--- src/rtl/aud_clip_ctrl.sv ---
// Multi-slot record/playback controller between the key debouncers, the I2S
// recorder/player and a single asynchronous SRAM partitioned into N_SLOTS clips.
module aud_clip_ctrl #(
  parameter int ADDR_W  = 20,
  parameter int DATA_W  = 16,
  parameter int N_SLOTS = 4
) (
  input  logic                       i_clk,
  input  logic                       i_rst,
  input  logic                       i_key_stop,
  input  logic                       i_key_play,
  input  logic                       i_key_rec,
  input  logic [$clog2(N_SLOTS)-1:0] i_slot,
  input  logic                       i_loop,
  input  logic                       i_sample_stb,
  input  logic [DATA_W-1:0]          i_rec_data,
  output logic [ADDR_W-1:0]          o_sram_addr,
  output logic                       o_sram_we,
  output logic [DATA_W-1:0]          o_sram_wdata,
  input  logic [DATA_W-1:0]          i_sram_rdata,
  output logic [DATA_W-1:0]          o_play_data,
  output logic                       o_play_valid,
  output logic [2:0]                 o_state,
  output logic                       o_done
);

  localparam int SLOT_BITS = $clog2(N_SLOTS);
  localparam int SLOT_W    = ADDR_W - SLOT_BITS;

  localparam logic [SLOT_W-1:0] OFF_ONE = SLOT_W'(1);
  localparam logic [SLOT_W-1:0] OFF_MAX = '1;
  localparam logic [SLOT_W:0]   LEN_ONE = (SLOT_W+1)'(1);

  typedef enum logic [2:0] {
    ST_IDLE       = 3'd0,
    ST_RECD       = 3'd1,
    ST_RECD_PAUSE = 3'd2,
    ST_PLAY       = 3'd3,
    ST_PLAY_PAUSE = 3'd4
  } state_t;

  state_t               state, state_nxt;
  logic [SLOT_BITS-1:0] slot, slot_nxt;
  logic [SLOT_W-1:0]    offset, offset_nxt;
  logic [SLOT_W:0]      len [N_SLOTS];
  logic                 wr_en, rd_en, len_clr, done_nxt;
  logic                 play_last;

  logic [ADDR_W-1:0]    sram_addr_p1;
  logic                 sram_we_p1;
  logic [DATA_W-1:0]    sram_wdata_p1;
  logic [DATA_W-1:0]    play_data_p1;
  logic                 play_vld_p1;
  logic                 done_p1;

  assign play_last = (({1'b0, offset} + LEN_ONE) == len[slot]);

  always_ff @(posedge i_clk) begin
    if (i_rst) state <= ST_IDLE;
    else       state <= state_nxt;
  end

  // Any key in a cycle swallows that cycle's sample strobe.
  always_comb begin
    state_nxt  = state;
    slot_nxt   = slot;
    offset_nxt = offset;
    wr_en      = 1'b0;
    rd_en      = 1'b0;
    len_clr    = 1'b0;
    done_nxt   = 1'b0;
    case (state)
      ST_IDLE: begin
        if (i_key_stop) begin
          state_nxt = ST_IDLE;
        end else if (i_key_rec) begin
          state_nxt  = ST_RECD;
          slot_nxt   = i_slot;
          offset_nxt = '0;
          len_clr    = 1'b1;
        end else if (i_key_play && (len[i_slot] != '0)) begin
          state_nxt  = ST_PLAY;
          slot_nxt   = i_slot;
          offset_nxt = '0;
        end
      end
      ST_RECD: begin
        if (i_key_stop) begin
          state_nxt = ST_IDLE;
        end else if (i_key_rec) begin
          state_nxt = ST_RECD_PAUSE;
        end else if (!i_key_play && i_sample_stb) begin
          wr_en      = 1'b1;
          offset_nxt = offset + OFF_ONE;
          if (offset == OFF_MAX) begin
            state_nxt = ST_IDLE;
            done_nxt  = 1'b1;
          end
        end
      end
      ST_RECD_PAUSE: begin
        if (i_key_stop)     state_nxt = ST_IDLE;
        else if (i_key_rec) state_nxt = ST_RECD;
      end
      ST_PLAY: begin
        if (i_key_stop) begin
          state_nxt = ST_IDLE;
        end else if (i_key_play) begin
          state_nxt = ST_PLAY_PAUSE;
        end else if (!i_key_rec && i_sample_stb) begin
          rd_en = 1'b1;
          if (play_last) begin
            if (i_loop) begin
              offset_nxt = '0;
            end else begin
              state_nxt = ST_IDLE;
              done_nxt  = 1'b1;
            end
          end else begin
            offset_nxt = offset + OFF_ONE;
          end
        end
      end
      ST_PLAY_PAUSE: begin
        if (i_key_stop)      state_nxt = ST_IDLE;
        else if (i_key_play) state_nxt = ST_PLAY;
      end
      default: state_nxt = ST_IDLE;
    endcase
  end

  // p1 stage: registered SRAM strobe/address/data and player outputs.
  // Outside a write cycle the address tracks {slot, offset} so playback
  // reads always see the current offset on the asynchronous SRAM.
  always_ff @(posedge i_clk) begin
    if (i_rst) begin
      slot          <= '0;
      offset        <= '0;
      for (int s = 0; s < N_SLOTS; s++) len[s] <= '0;
      sram_addr_p1  <= '0;
      sram_we_p1    <= 1'b0;
      sram_wdata_p1 <= '0;
      play_data_p1  <= '0;
      play_vld_p1   <= 1'b0;
      done_p1       <= 1'b0;
    end else begin
      slot        <= slot_nxt;
      offset      <= offset_nxt;
      sram_we_p1  <= wr_en;
      play_vld_p1 <= rd_en;
      done_p1     <= done_nxt;
      if (len_clr) len[slot_nxt] <= '0;
      if (wr_en) begin
        sram_addr_p1  <= {slot, offset};
        sram_wdata_p1 <= i_rec_data;
        len[slot]     <= {1'b0, offset} + LEN_ONE;
      end else begin
        sram_addr_p1  <= {slot_nxt, offset_nxt};
      end
      if (rd_en)                      play_data_p1 <= i_sram_rdata;
      else if (state_nxt != ST_PLAY)  play_data_p1 <= '0;
    end
  end

  assign o_sram_addr  = sram_addr_p1;
  assign o_sram_we    = sram_we_p1;
  assign o_sram_wdata = sram_wdata_p1;
  assign o_play_data  = play_data_p1;
  assign o_play_valid = play_vld_p1;
  assign o_done       = done_p1;
  assign o_state      = state;

endmodule

--- config.mk ---
export PLATFORM = sky130hd
export DESIGN_NAME = aud_clip_ctrl
export DESIGN_NICKNAME = d
export VERILOG_FILES = /design/src/rtl/aud_clip_ctrl.sv
export SDC_FILE = /design/constraint.sdc
export NUM_CORES = 1
export LEC_CHECK = 0
export ABC_AREA = 1
export ABC_CLOCK_PERIOD_IN_PS = 2900
export BUFFER_PORTS_ARGS = -buffer_cell sky130_fd_sc_hd__buf_4
export CAP_MARGIN = 20
export CELL_PAD_IN_SITES_DETAIL_PLACEMENT = 0
export CELL_PAD_IN_SITES_GLOBAL_PLACEMENT = 1
export CORE_MARGIN = 3
export CORE_UTILIZATION = 38
export DETAILED_ROUTE_END_ITERATION = 10
export PLACE_DENSITY_LB_ADDON = 0.1
export SLEW_MARGIN = 20
export SYNTH_ARGS = -nofsm -noshare
export SYNTH_HDL_FRONTEND = slang
export SYNTH_SLANG_ARGS = --single-unit
--- constraint.sdc ---
create_clock -name i_clk -period 2.9 [get_ports i_clk]
set_input_delay 0.29 -clock i_clk [delete_from_list [all_inputs] [get_ports i_clk]]
set_output_delay 0.29 -clock i_clk [all_outputs]
set_load 0.005 [all_outputs]
# == Word level (Yosys, flattened, before mapping) ==
# Memories as Yosys holds them, arrays and structs flattened. A register that Yosys moved wholly into a read port is not among the register bits.
# Index checks and enable logic that the tools add are counted.
# totals
rom_bits,0
wordCells,101
n_memories,1
ram_bits,76
register_bits,78
input_bits,41
latch_bits,0
# memory_table
name,words,word_bits,rd,rd_clocked_by_memory_dff,write_ports,line_no,rtl
len,4,19,2,1,4,45,logic [SLOT_W:0] len [N_SLOTS];
# classes
order_cmp,0
n_addsub,2
n_div,0
multipliers,0
n_bitwise,0
mux,72
n_shift,0
n_reduce_logical,10
n_eq_ne,7
# op_table
cell,n
two-way mux 18 bit,11
one-hot mux 18 bit (3 select lines),1
two-way mux 3 bit,16
two-way mux 19 bit,2
OR reduction 19 bit,2
two-way mux 16 bit,2
two-way mux 1 bit,30
two-way mux 20 bit,1
adder 18 x 1 -> 19 bit (second input constant),1
== test 19 bit,1
nonzero test 19 bit,1
adder 18 x 1 -> 18 bit (second input constant),1
== test 18 bit (second input constant),1
one-hot mux 3 bit (5 select lines),1
two-way mux 2 bit,7
== test 3 x 2 -> 1 bit (second input constant),2
== test 3 x 1 -> 1 bit (second input constant),1
== test 3 bit (second input constant),1
logical AND 1 bit,3
zero test 3 bit,1
!= test 3 x 2 -> 1 bit (second input constant),1
zero test 1 bit,2
one-hot mux 1 bit (2 select lines),1
nonzero test 2 bit,1

# == Longest topological paths before layout ==
# Gate-level depths: netlist of the first run.
# depth
word_depth,11
mapped_depth,21
ltp_nobuf,21

# == Worst setup path after synthesis of the first run ==
# Ideal clock, no wire load.
# synth_timing
path_type,register to register
start,mem len[2][16] (netlist name)
end,mem len[3][0] (netlist name) (enable)
arrival_ns,2.749
setup_slack_ns,-0.268
path_stages_with_launch,12
synth_period_minus_slack_ns,3.168
path_buffers,0
path_cell_list,edfxtp_1 > nor4_1 > nand3b_1 > nand3_1 > nand2_1 > nand2_1 > nand2_1 > nand2_1 > o21ai_0 > nand2_1 > o21ai_1 > nor3_1
# synth_rtl
item,line_no
from (decl),45

# == Worst setup path after layout of the first run ==
# layout_timing
start,reg offset[9]
end,reg offset[6]
# layout_via
elab_chain_len,7
# layout_lines
item,line_no,rtl
from (decl),44,"logic [SLOT_W-1:0] offset, offset_nxt;"
from (signal assigned),148,offset <= offset_nxt;
adder 18 x 1 -> 19 bit,56,"assign play_last = (({1'b0, offset} + LEN_ONE) == len[slot]);"
== test 19 bit,56,
two-way mux 18 bit,112,if (play_last) begin
two-way mux 18 bit,110,end else if (!i_key_rec && i_sample_stb) begin
two-way mux 18 bit,108,end else if (i_key_play) begin
two-way mux 18 bit,106,if (i_key_stop) begin
one-hot mux 18 bit (3 select lines),72,case (state)
# Every way passes these cells.
# A chain may end at the register's enable or synchronous reset.

==> results of run 1 <==
## power groups by stage
stage	registers (uW)	logic, uW	clock network (uW)
floorplan	2510	593	0
global placement	2540	985	0
detailed placement	2540	981	0
CTS	2490	984	2280
global route	2510	1120	2370
finish	2490	1000	2230
## sequential cells by signal (all words and copies together) (netlist names)
name and count:
o_state 3, o_sram_addr 20, len 76, offset 18, o_play_valid 1, o_sram_wdata 16
slot 2, o_done 1, o_play_data 16, o_sram_we 1
## cell usage in the layout (no fill, tap or decap), types with 2 or more instances in the layout
| cell | n |
|---|---|
| edfxtp_1 | 76 |
| nand2_2 | 6 |
| o21ai_2 | 5 |
| inv_2 | 5 |
| o21ai_1 | 12 |
| nor4_1 | 5 |
| inv_4 | 3 |
| nand3_2 | 3 |
| clkbuf_16 | 17 |
| clkinv_1 | 5 |
| clkinv_8 | 2 |
| buf_12 | 5 |
| clkinvlp_4 | 2 |
| nor2_2 | 5 |
| nor2_1 | 180 |
| nand4_1 | 29 |
| nand2_1 | 386 |
| inv_6 | 3 |
| nand3b_1 | 8 |
| a211oi_1 | 2 |
| dfxtp_2 | 4 |
| inv_1 | 101 |
| o21ai_0 | 42 |
| a21oi_1 | 29 |
| o211ai_1 | 5 |
| a22o_1 | 16 |
| a31oi_1 | 18 |
| buf_4 | 151 |
| nand3_1 | 80 |
| buf_6 | 3 |
| dfxtp_1 | 73 |
| inv_8 | 6 |
| nor2_4 | 10 |
## worst max path at each step
stage	from	to
after floorplan	o_state[0]$_SDFF_PP0_	len[0][0]$_SDFFCE_PN0P_
after global placement	len[0][6]$_SDFFCE_PN0P_	len[2][0]$_SDFFCE_PN0P_
after detailed placement	len[0][6]$_SDFFCE_PN0P_	len[2][0]$_SDFFCE_PN0P_
after CTS	len[0][6]$_SDFFCE_PN0P_	len[2][6]$_SDFFCE_PN0P_
after global routing	o_state[0]$_SDFF_PP0_	len[0][7]$_SDFFCE_PN0P_
final	offset[9]$_SDFF_PP0_	offset[6]$_SDFF_PP0_
## cell type report
| type | count | share of cell area (%) |
|---|---|---|
| clock buffer | 18 | 4.13 |
| clock inverter | 14 | 1.41 |
| inverter | 113 | 4.14 |
| multi-input combinational | 854 | 37.7 |
| sequential | 154 | 37.1 |
| tap | 275 | 3.31 |
| timing repair buffer | 159 | 12.2 |
## metal layers
metal	global-route usage (%)	part of all wire (%)	up-vias
met4	6.64	2.1	0
met3	3.95	6.5	40
li1	-	-	4068
met5	0	0	-
met1	30.7	45	3746
met2	37.9	47	275
## metrics by stage
step	util [%]	area (sq um)	power, uW	setup slack (ns)
2_1_floorplan	-	8390	3100	0.198
3_3_place_gp	45.3	9680	3520	0.0673
3_5_place_dp	45.3	9680	3520	0.0728
4_1_cts	48.0	10300	5750	0.0517
5_1_grt	48.7	10400	6010	-0.0230
6_report	48.7	10400	5730	0.261
## cell usage after synthesis, types with 2 or more instances
cell | number | area share (%)
nor4_1 | 5 | 0.37
nand4_1 | 29 | 2.2
inv_2 | 6 | 0.27
nand2_1 | 389 | 17
dfxtp_1 | 78 | 19
clkbuf_1 | 20 | 0.90
buf_4 | 2 | 0.18
nor2_1 | 183 | 8.2
a31oi_1 | 18 | 1.3
o21ai_1 | 13 | 0.78
nand2_2 | 4 | 0.30
nand3_1 | 80 | 4.8
nor3_1 | 2 | 0.12
o211ai_1 | 5 | 0.45
nor2_4 | 8 | 1.1
inv_1 | 102 | 4.6
buf_2 | 27 | 1.6
buf_6 | 2 | 0.27
nand3b_1 | 8 | 0.72
a22o_1 | 16 | 1.7
clkinv_1 | 5 | 0.22
a21oi_1 | 29 | 1.7
a211oi_1 | 2 | 0.18
edfxtp_1 | 76 | 27
buf_1 | 2 | 0.090
o21ai_0 | 45 | 2.7
nor2_2 | 4 | 0.30
nand3_2 | 3 | 0.36
## cells by family (layout without fill, tap and decap cells)
group | Yosys count | after routing | synth area share, %
compound gates | 133 | 133 | 9.48
xor+xnor | 1 | 1 | 0.105
fa+ha+maj | 1 | 1 | 0.149
buf+inv | 166 | 304 | 8.11
flops | 154 | 154 | 45.9
mux | 1 | 1 | 0.119
simple gates | 718 | 718 | 36.2
## what timing repair did
item	4_1_cts	5_1_grt
setup buffers	0	6
setup endpoints to repair	0	185
resized for setup	0	26
## worst max-delay path, stage by stage, from the launching register on
cell and delay, ns:
dfxtp_1 0.48, nand2_1 0.19, nor2_1 0.25, nand2_1 0.11, o21ai_0 0.25, nand3_1 0.11
nand2_1 0.11, inv_1 0.04, nand2_1 0.11, nor2_4 0.07, nand3_4 0.16, buf_4 0.20
nor2_1 0.05, o21ai_0 0.18, nand2_1 0.10, nand2_1 0.07, nor2_1 0.03
==> flow_metrics.py, run 1 <==
metrics = {
    "status": {
        "status": "finished clean",
    },
    "finish": {
        "seqCellArea_sq_mm": 0.00385,
        "synthToLayoutAreaGrowth_pct": 24.0,
        "final_nets": 1341,
        "antenna_cells": 0,
        "nFillCells": 2181,
        "drive_above_1_share_pct": 18.1,
        "instances_no_fill": 1587,
        "multi_input_area_sq_mm": 0.00392,
    },
    "timing": {
        "hold_violations": 0,
        "setup_viol": 0,
        "setup_tns_ns": 0,
        "fin_crit_ns": 2.64,
        "finClkSkew_ns": 0.0176,
        "slew-limit-headroom_pct": 57.7,
        "slew_violations": 0,
        "clock.fmax_mhz": 379,
        "worst-slew-pin-transition_ns": 0.635,
        "holdWs_ns": 0.0412,
        "finalCritPeriodShare_pct": 91.0,
    },
    "cts": {
        "cts_hold_buf": 0,
        "clk_pin_slew_ns": 0.08,
        "clk_path_buf_depth": 2,
        "clock_sinks": 154,
        "cts_root_buf": "clkbuf_16",
        "insertion_delay_ns": 0.44,
        "htree_levels": 4,
        "cts_tree": "done",
        "cts_buffers": 17,
    },
    "grt": {
        "grt_pass1_vias": 7935,
        "grt_util_all_layers_pct": 22.8,
        "gr-total-overflow": 0,
        "antenna_found_initial": 0,
        "grt_pass1_wl_um": 42700,
        "grt_start_max_net_pins": 38,
    },
    "synthesis": {
        "synth_ff_type": "dfxtp_1",
        "synth_edf_count": 76,
        "postSynthCellCount": 1174,
        "syn_area_per_cell_sq_um": 7.14,
        "syn_area_sq_mm": 0.00838,
        "synth_seq_cells": 154,
        "synth_warnings": 0,
        "ys_seq_area_share_pct": 45.9,
        "syn_nets": 1216,
        "yosys.cell_types.count": 39,
        "async_flop_share_pct": 0,
    },
    "critical_path": {
        "path_max_fanout": 7,
        "cp-start-kind": "flop",
        "arrival_ns": 2.94,
        "reg2reg_from": "offset[9]$_SDFF_PP0_",
        "r2r_slack_ns": 0.26,
        "cp-end-kind": "flop",
        "required_ns": 3.20,
        "r2r.worst_path.cells": 16,
        "reg2reg_to": "offset[6]$_SDFF_PP0_",
        "path_class": "reg -> reg",
    },
    "drt": {
        "num_vias": 8129,
        "ant_nets": 0,
        "dr.pass1.iters": 5,
        "viasPerCell": 5.12,
        "drt_wl_total_um": 27200,
        "wl_per_cell_um": 17.2,
        "drtIter0Drc": 598,
        "drc": 0,
    },
    "placement": {
        "dp.cells": 1549,
        "hpwlAfterDp_um": 20000,
        "portBuffers": 98,
        "gp_congestion": 0.944,
    },
    "floorplan": {
        "chipWidth_um": 155,
        "ios": 99,
        "die_y_um": 155,
        "die_area_sq_mm": 0.0239,
        "fp-row-count": 53,
        "core_sq_mm": 0.0214,
        "start_util_pct": 39.2,
    },
    "worst_hold_path": {
        "hold_path_class": "in -> reg",
        "hold_end": "o_play_data[1]$_SDFFE_PP0P_",
        "whs_path_depth": 3,
        "worstHoldStart": "i_sram_rdata[1]",
    },
    "power": {
        "pwr-share-comb_pct": 17.5,
        "power_density_mw_per_mm2": 552,
        "p_leak_uw": 0.00457,
        "swShare_pct": 31.6,
        "pwr-share-clk_pct": 39.0,
        "vdd_ir_drop_max_v": 0.000329,
        "p_switching_uw": 1810,
        "seqPwrFrac_pct": 43.5,
        "p_int_uw": 3920,
    },
    "job": {
        "cap_violations": 0,
    },
}
Power figures use the tool's default switching activity.
==> run 2, diff against run 1 <==
--- a/config.mk
+++ b/config.mk
@@ -6,13 +6,13 @@
 export NUM_CORES = 1
 export LEC_CHECK = 0
 export ABC_AREA = 1
-export ABC_CLOCK_PERIOD_IN_PS = 2900
+export ABC_CLOCK_PERIOD_IN_PS = 3400
 export BUFFER_PORTS_ARGS = -buffer_cell sky130_fd_sc_hd__buf_4
 export CAP_MARGIN = 20
 export CELL_PAD_IN_SITES_DETAIL_PLACEMENT = 0
 export CELL_PAD_IN_SITES_GLOBAL_PLACEMENT = 1
 export CORE_MARGIN = 3
-export CORE_UTILIZATION = 38
+export CORE_UTILIZATION = 46
 export DETAILED_ROUTE_END_ITERATION = 10
 export PLACE_DENSITY_LB_ADDON = 0.1
 export SLEW_MARGIN = 20
==> constraint.sdc (replaced) <==
create_clock -name i_clk -period 3.4 [get_ports i_clk]
set_input_delay 0.34 -clock i_clk [delete_from_list [all_inputs] [get_ports i_clk]]
set_output_delay 0.34 -clock i_clk [all_outputs]
set_load 0.005 [all_outputs]
==> flow_metrics.py, run 2 (synthesis gave the netlist of run 1 again) <==
metrics = {
    "placement": {
        "hpwlAfterDp_um": 18500,
        "portBuffers": 98,
        "gp_congestion": 1.02,
        "placed_area_sq_mm": 0.00941,
    },
    "timing": {
        "finalCritPeriodShare_pct": 90.2,
        "finClkSkew_ns": 0.0117,
        "hold_violations": 0,
        "setup_viol": 0,
        "clock.fmax_mhz": 326,
        "slew-limit-headroom_pct": 52.1,
        "setup_tns_ns": 0,
        "fin_crit_ns": 3.07,
        "worst-slew-pin-transition_ns": 0.717,
        "rsz0062_at_grt": "false",
        "slew_violations": 0,
    },
    "cts": {
        "cts_root_buf": "clkbuf_16",
        "insertion_delay_ns": 0.44,
        "cts_buffers": 17,
        "htree_levels": 4,
        "clk_pin_slew_ns": 0.07,
        "clock_sinks": 154,
        "cts_tree": "done",
        "clk_path_buf_depth": 2,
        "cts_hold_buf": 0,
        "post_cts_buffers": 0,
        "cts_resized": 0,
    },
    "finish": {
        "layout_common_cells": "nand2_1 (389), nor2_1 (181), buf_4 (131)",
        "final_nets": 1313,
        "largest_register": "len",
        "largest_reg_flops": 76,
        "antenna_cells": 0,
        "final_cell_area_sq_mm": 0.0100,
        "drive_above_1_share_pct": 15.3,
        "fin_util_pct": 57.0,
        "synthToLayoutAreaGrowth_pct": 19.3,
        "final_common_cell": "nand2_1",
    },
    "grt": {
        "gr-total-overflow": 0,
        "grt_pass1_wl_um": 39300,
        "antenna_found_initial": 0,
        "use_met2_pct": 39.6,
        "use_met3_pct": 4.92,
        "grt_start_max_net_pins": 38,
        "grt_util_all_layers_pct": 25.2,
        "grtUsageMet1_pct": 34.6,
        "grt_pass1_vias": 7461,
        "top_usage_layer": "met2",
    },
    "drt": {
        "dr.pass1.iters": 6,
        "wl_per_cell_um": 16.4,
        "viasPerCell": 5.32,
        "num_vias": 8021,
        "drtIter0Drc": 676,
        "drc": 0,
        "drt_wl_total_um": 24700,
        "ant_nets": 0,
    },
    "critical_path": {
        "cp_common_cell": "nand2_1",
        "arrival_ns": 3.39,
        "critPathTopFamily": "simple AND/OR/NAND/NOR gates",
        "max_stage_delay_ns": 0.52,
        "r2r.worst_path.cells": 18,
        "path_max_fanout": 8,
        "path_cells": "ha_1 > nand3_1 > nor2_1 > nand2_1 > nand2_1 > nor2_1 > nor2_1 > nand2_1 > nor2_1 > nand2_1 > nor2_4 > nand2_1 > nand2_1 > nand3_1 > nand2_1 > nand3_1 > nand3_1 > nand2_1",
        "r2r_slack_ns": 0.33,
        "path_class": "reg -> reg",
        "cp-start-kind": "flop",
        "cp-end-kind": "flop",
        "required_ns": 3.72,
        "cp_num_cells": 18,
        "slowest_stage": "dfxtp_1",
        "cp.buffers_inverters": 0,
    },
    "floorplan": {
        "die_y_um": 141,
        "chipWidth_um": 141,
        "fp-row-count": 48,
        "die_area_sq_mm": 0.0199,
        "ios": 99,
        "start_util_pct": 47.8,
        "core_sq_mm": 0.0175,
    },
    "worst_hold_path": {
        "hold_path_class": "in -> reg",
        "whs_path_depth": 3,
    },
    "power": {
        "p_leak_uw": 0.00441,
        "power_density_mw_per_mm2": 487,
        "vdd_ir_drop_max_v": 0.000334,
    },
    "status": {
        "status": "finished clean",
    },
    "job": {
        "cap_violations": 0,
    },
}
[run 2: routing by layer]
| metal | vias up | wire length, um |
|---|---|---|
| met5 | - | 0 |
| met4 | 0 | 652 |
| met3 | 53 | 1760 |
| met2 | 297 | 11300 |
| met1 | 3659 | 11000 |
| li1 | 4012 | - |
[run 2: worst register-to-register path, cell delays in order (launching register included)]
cell	delay (ns)
dfxtp_1	0.52
ha_1	0.27
nand3_1	0.16
nor2_1	0.23
nand2_1	0.07
nand2_1	0.18
nor2_1	0.06
nor2_1	0.10
nand2_1	0.05
nor2_1	0.09
nand2_1	0.11
nor2_4	0.22
nand2_1	0.27
nand2_1	0.15
nand3_1	0.11
nand2_1	0.12
nand3_1	0.10
nand3_1	0.08
nand2_1	0.06
[run 2: power breakdown]
part | switching [uW] | internal (uW)
combinational | 512 | 267
clock | 879 | 1080
sequential | 80.8 | 2050
[run 2: metrics by stage]
| step | hold WS (ns) | setup WS [ns] | total power (uW) | std cells |
|---|---|---|---|---|
| 6_report | 0.0933 | 0.334 | 4870 | 1509 |
| 3_3_place_gp | 0.464 | 0.343 | 2950 | 1477 |
| 2_1_floorplan | 0.451 | 0.232 | 2650 | 1174 |
| 5_1_grt | 0.0916 | 0.00587 | 5080 | 1509 |
| 3_5_place_dp | 0.465 | 0.357 | 2950 | 1477 |
| 4_1_cts | 0.0829 | 0.338 | 4890 | 1509 |
[run 2: worst paths after layout]
kind                                   to                          from
max reg2reg    o_sram_addr[13]$_SDFF_PP0_          offset[0]$_SDFF_PP0_
min          o_play_data[13]$_SDFFE_PP0P_              i_sram_rdata[13]
max            o_sram_addr[13]$_SDFF_PP0_          offset[0]$_SDFF_PP0_
min reg2reg  o_play_data[11]$_SDFFE_PP0P_  o_play_data[11]$_SDFFE_PP0P_
[run 2: cell type report]
cell class              instances  area (sq um)
well taps                     225           282
inverters                     113           424
flip-flops and latches        154          3840
repair buffers                131           983
clock buffers                  18           450
clock inverters                14           146
multi-input cells             854          3870
fillers                      1722          7530
